File: config.mk
export PLATFORM = sky130hd
export DESIGN_NAME = mul_seq
export DESIGN_NICKNAME = d
export VERILOG_FILES = /design/src/rtl/mul_seq.sv
export SDC_FILE = /design/constraint.sdc
export NUM_CORES = 1
export LEC_CHECK = 0
export CORE_MARGIN = 2
export CORE_UTILIZATION = 50
export CTS_BUF_LIST = sky130_fd_sc_hd__clkbuf_2
export CTS_CLUSTER_DIAMETER = 120
export DETAILED_ROUTE_END_ITERATION = 10
export PLACE_DENSITY = 0.71
export SETUP_SLACK_MARGIN = 0.3
export SLEW_MARGIN = 20
export SYNTH_ARGS = -nofsm -noshare
export SYNTH_HDL_FRONTEND = slang
export SYNTH_SLANG_ARGS = --single-unit
File: constraint.sdc
create_clock -name clk -period 3.05 [get_ports clk]
set_input_delay 0.61 -clock clk [delete_from_list [all_inputs] [get_ports clk]]
set_output_delay 0.61 -clock clk [all_outputs]
set_load 0.005 [all_outputs]
File: src/rtl/mul_seq.sv
// Iterative radix-2 shift-add multiplier with valid/ready handshakes on both sides.
// One multiplier bit is consumed per RUN cycle, LSB first; signed mode subtracts the MSB partial product.
module mul_seq #(
  parameter int N_BIT    = 4,
  parameter int RES_SIZE = 2 * N_BIT
) (
  input  logic                clk,
  input  logic                rst,
  input  logic                in_valid,
  output logic                in_ready,
  input  logic [N_BIT-1:0]    A,
  input  logic [N_BIT-1:0]    B,
  input  logic                mul_type,
  output logic                out_valid,
  input  logic                out_ready,
  output logic [RES_SIZE-1:0] product,
  output logic                busy
);

  localparam int ACC_W = RES_SIZE + 1;
  localparam int CNT_W = $clog2(N_BIT);
  localparam logic [CNT_W-1:0] LAST = CNT_W'(N_BIT - 1);

  typedef enum logic [1:0] {IDLE, RUN, DONE} state_t;

  state_t              state_q;
  logic [ACC_W-1:0]    acc_q;
  logic [ACC_W-1:0]    acc_d;
  logic [ACC_W-1:0]    mcand_q;
  logic [N_BIT-1:0]    mplier_q;
  logic                sgn_q;
  logic [CNT_W-1:0]    cnt_q;
  logic                out_valid_q;
  logic                busy_q;
  logic [RES_SIZE-1:0] product_q;

  // mcand_q is pre-shifted each step, so it is already aligned at bit k
  always_comb begin
    acc_d = acc_q;
    if (mplier_q[0]) begin
      if (sgn_q && (cnt_q == LAST)) acc_d = acc_q - mcand_q;
      else                          acc_d = acc_q + mcand_q;
    end
  end

  always_ff @(posedge clk) begin
    if (rst) begin
      state_q     <= IDLE;
      acc_q       <= '0;
      mcand_q     <= '0;
      mplier_q    <= '0;
      sgn_q       <= 1'b0;
      cnt_q       <= '0;
      out_valid_q <= 1'b0;
      busy_q      <= 1'b0;
      product_q   <= '0;
    end else begin
      case (state_q)
        IDLE: begin
          if (in_valid) begin
            mcand_q  <= mul_type ? {{(ACC_W-N_BIT){A[N_BIT-1]}}, A}
                                 : {{(ACC_W-N_BIT){1'b0}}, A};
            mplier_q <= B;
            sgn_q    <= mul_type;
            acc_q    <= '0;
            cnt_q    <= '0;
            busy_q   <= 1'b1;
            state_q  <= RUN;
          end
        end
        RUN: begin
          acc_q    <= acc_d;
          mcand_q  <= mcand_q << 1;
          mplier_q <= mplier_q >> 1;
          cnt_q    <= cnt_q + CNT_W'(1);
          if (cnt_q == LAST) begin
            product_q   <= acc_d[RES_SIZE-1:0];
            out_valid_q <= 1'b1;
            cnt_q       <= '0;
            state_q     <= DONE;
          end
        end
        DONE: begin
          if (out_ready) begin
            out_valid_q <= 1'b0;
            busy_q      <= 1'b0;
            state_q     <= IDLE;
          end
        end
        default: state_q <= IDLE;
      endcase
    end
  end

  assign in_ready  = (state_q == IDLE);
  assign out_valid = out_valid_q;
  assign busy      = busy_q;
  assign product   = product_q;

endmodule
==> flow_metrics.py <==
metrics = {
    "run_status": {
        "outcome": "completed",
    },
    "timing": {
        "worstMarginPinSlew_ns": 0.845,
        "rsz0062_at_grt": "no",
        "setup_viol_count_final": 0,
        "clock.fmax_mhz": 392,
        "timing.final.max_slew_violations": 0,
        "holdWs_ns": 0.472,
        "setup_tns_ns": 0,
        "min_period_ns": 2.55,
        "final.setup_skew_ns": 0.0122,
        "slew_headroom": 0.437,
        "period_share": 0.836,
        "hold_viol": 0,
        "setup_ws_ns": 0.502,
    },
    "logic_synthesis": {
        "synth_area_per_cell_sq_um": 7.89,
        "synth_edf_count": 0,
        "async_flop_share": 0,
        "netlist_area_sq_um": 1980,
        "ys_types": 40,
        "synth_seq_cells": 35,
        "synth-seq-area-share": 0.354,
        "yosys-top-cells-count": "dfxtp_1 (35), nand2_1 (33), nor2_1 (32), a21oi_1 (26), nand3_1 (13)",
        "syn-num-nets": 274,
        "synth_cells": 251,
        "yosys.area.top_type": "dfxtp_1",
        "synth_flop_cell": "dfxtp_1",
        "yosysTopAreaCellShare": 0.354,
        "synth_area_leaders": "dfxtp_1 (35%), a21oi_1 (6.6%), nand2_1 (6.3%), nor2_1 (6.1%), ha_1 (5.7%)",
        "ys_warn_count": 0,
        "yosysMostFrequentCell": "dfxtp_1",
    },
    "pwr": {
        "seqPwrFrac": 0.459,
        "power_leakage_nw": 0.859,
        "powerDensity_nw_per_um2": 476,
        "switching_share": 0.320,
        "power_frac_clock": 0.270,
        "p_int_w": 0.000750,
        "p_switching_w": 0.000352,
        "p_comb_frac": 0.271,
        "irDropWorstVdd_mv": 0.289,
    },
    "floorplan": {
        "io_pins": 24,
        "core_area_sq_um": 3740,
        "initial_core_util": 0.529,
        "die_area_sq_um": 4480,
        "chipWidth_um": 66.9,
        "die_y_um": 66.9,
        "std_cell_rows": 22,
    },
    "detailed_routing": {
        "wl_per_cell_um": 14.1,
        "drt_iter0_drc": 60,
        "viasPerCell": 5.70,
        "wirelength_mm": 4.50,
        "ant_nets": 0,
        "drc": 0,
        "via_count": 1818,
        "firstDrtPassIters": 4,
    },
    "setup_path": {
        "rrSetupSlack_ns": 0.50,
        "timing.rr.start": "cnt_q[1]",
        "crit_path_max_incr_delay_ns": 0.47,
        "critPathMaxFanout": 7,
        "crit_chain": "ha_2 > and2_4 > nor2_1 > xnor2_1 > ha_1 > nor2b_4 > o31a_1 > o21a_1 > or4_1 > nand3_1",
        "r2r_cells": 10,
        "arrival_ns": 2.89,
        "path_class": "reg -> reg",
        "cp.required_ns": 3.39,
        "r2r-end": "acc_q[6]",
        "start_kind": "flip-flop",
        "slowest_stage": "or4_1",
        "worstSetupEndpointType": "flip-flop",
    },
    "final_layout": {
        "drive_gt1_frac": 0.0849,
        "num-nets-final": 293,
        "syn2layout_area_growth_pct": 16.9,
        "n_antenna_cell": 0,
    },
    "flow_run": {
        "drv_cap": 0,
    },
    "clock_tree": {
        "h-tree-depth": 2,
        "cts_tree": "built",
        "clk_latency_ns": 0.40,
        "postCtsHoldBufs": 0,
        "numCtsBuffers": 5,
        "cts_sinks": 35,
        "cts_buffer_depth": 2,
        "cts_root_buffer": "clkbuf_2",
        "cts.clk_slew.worst_paths_ns": 0.18,
    },
    "min_path": {
        "hold_path_class": "reg -> reg",
        "worstHoldStart": "product[1]",
        "min_path_cells": 2,
        "holdPathEnd": "product[1]",
    },
    "placed_design": {
        "preCtsSetupSlack_ns": 0.426,
        "placement.io_buffers": 23,
        "gp_congestion": 0.823,
        "hpwl_mm": 3.11,
    },
    "grt": {
        "grt_max_degree": 25,
        "grt_pass1_wl_mm": 7.53,
        "grt_pass1_vias": 1652,
        "antenna_found_initial": 0,
        "grtUsageTotal": 0.222,
        "grt-ovfl-total": 0,
    },
}
==> worst max-delay path by stage <==
stage / startpoint / to / slack [ns]
6_report: cnt_q[1] / acc_q[6] / 0.50
5_1_grt: mcand_q[2] / product[7] / 0.30
3_5_place_dp: cnt_q[0] / acc_q[6] / 0.43
3_3_place_gp: cnt_q[0] / acc_q[6] / 0.51
2_1_floorplan: cnt_q[0] / acc_q[6] / 0.61
4_1_cts: cnt_q[0] / acc_q[6] / 0.36
==> layout by cell type, fill, tap and decap left out, drive strengths merged, types with 2 or more instances in the layout <==
cell type and count:
inv 7, o21ai 5, o31ai 2, and3b 2, clkinv 2, o211ai 4, or4 2, nor3 7
nand2b 3, clkdlybuf4s50 23, nor3b 2, xnor2 6, buf 5, nand2 33, mux2 3, nor2b 3
dfxtp 35, nand3b 6, a21oi 27, o21a 2, a211oi 3, a31oi 7, clkbuf 5, nand3 13
a311oi 7, ha 9, nor2 32, xor2 5
==> worst max-delay path: cells and delay by family (launching register included) <==
family,cells,cell delay [ns]
simple gates,5,0.94
compound gates,2,0.49
xor+xnor,1,0.12
flops,1,0.37
fa+ha+maj,2,0.58
==> layer usage <==
| layer | GRT usage | share of wire |
|---|---|---|
| met1 | 0.281 | 0.48 |
| met2 | 0.366 | 0.45 |
| met3 | 0.0422 | 0.050 |
| met4 | 0.0969 | 0.022 |
| met5 | 0 | 0 |
==> timing repair <==
action / in CTS / in global routing
gates resized for setup: 0 / 8
endpoints found under the setup margin: 0 / 6
hold endpoints to repair: 0 / 0
setup buffers: 0 / 0
==> final cells by class <==
class	count	area, sq um
fill	358	1430
multi-input combinational	193	1190
sequential	35	707
timing repair buffer	28	268
tap	48	60.1
clock inverter	3	38.8
inverter	7	26.3
clock buffer	5	25.0
==> per-stage QoR <==
step	area, sq um	std cells	util	power [W]
CTS	2300	319	0.615	0.00110
detailed placement	2240	311	0.598	0.000809
global placement	2240	311	0.598	0.000806
global route	2320	319	0.619	0.00117
finish	2320	319	0.619	0.00110
floorplan	1980	251	-	0.000736
==> registers in the layout, summed over array words and instances, names as in the netlist <==
register	count
sgn_q	1
out_valid	1
cnt_q	2
acc_q	8
state_q	2
busy	1
product	8
mcand_q	8
mplier_q	4
==> power groups by stage <==
| stage | sequential, W | clock [W] | combinational (W) |
|---|---|---|---|
| floorplan | 0.000504 | 0 | 0.000232 |
| global route | 0.000511 | 0.000328 | 0.000334 |
| detailed placement | 0.000515 | 0 | 0.000294 |
| finish | 0.000506 | 0.000298 | 0.000298 |
| global placement | 0.000515 | 0 | 0.000291 |
| CTS | 0.000505 | 0.000302 | 0.000296 |
==> cells by family after synthesis <==
group,Yosys count,synth area share
mux,4,0.0221
simple gates,107,0.266
flops,35,0.354
buf+inv,23,0.0486
compound gates,61,0.194
xor+xnor,11,0.0486
fa+ha+maj,10,0.0670
(Power assumes the default switching activity.)
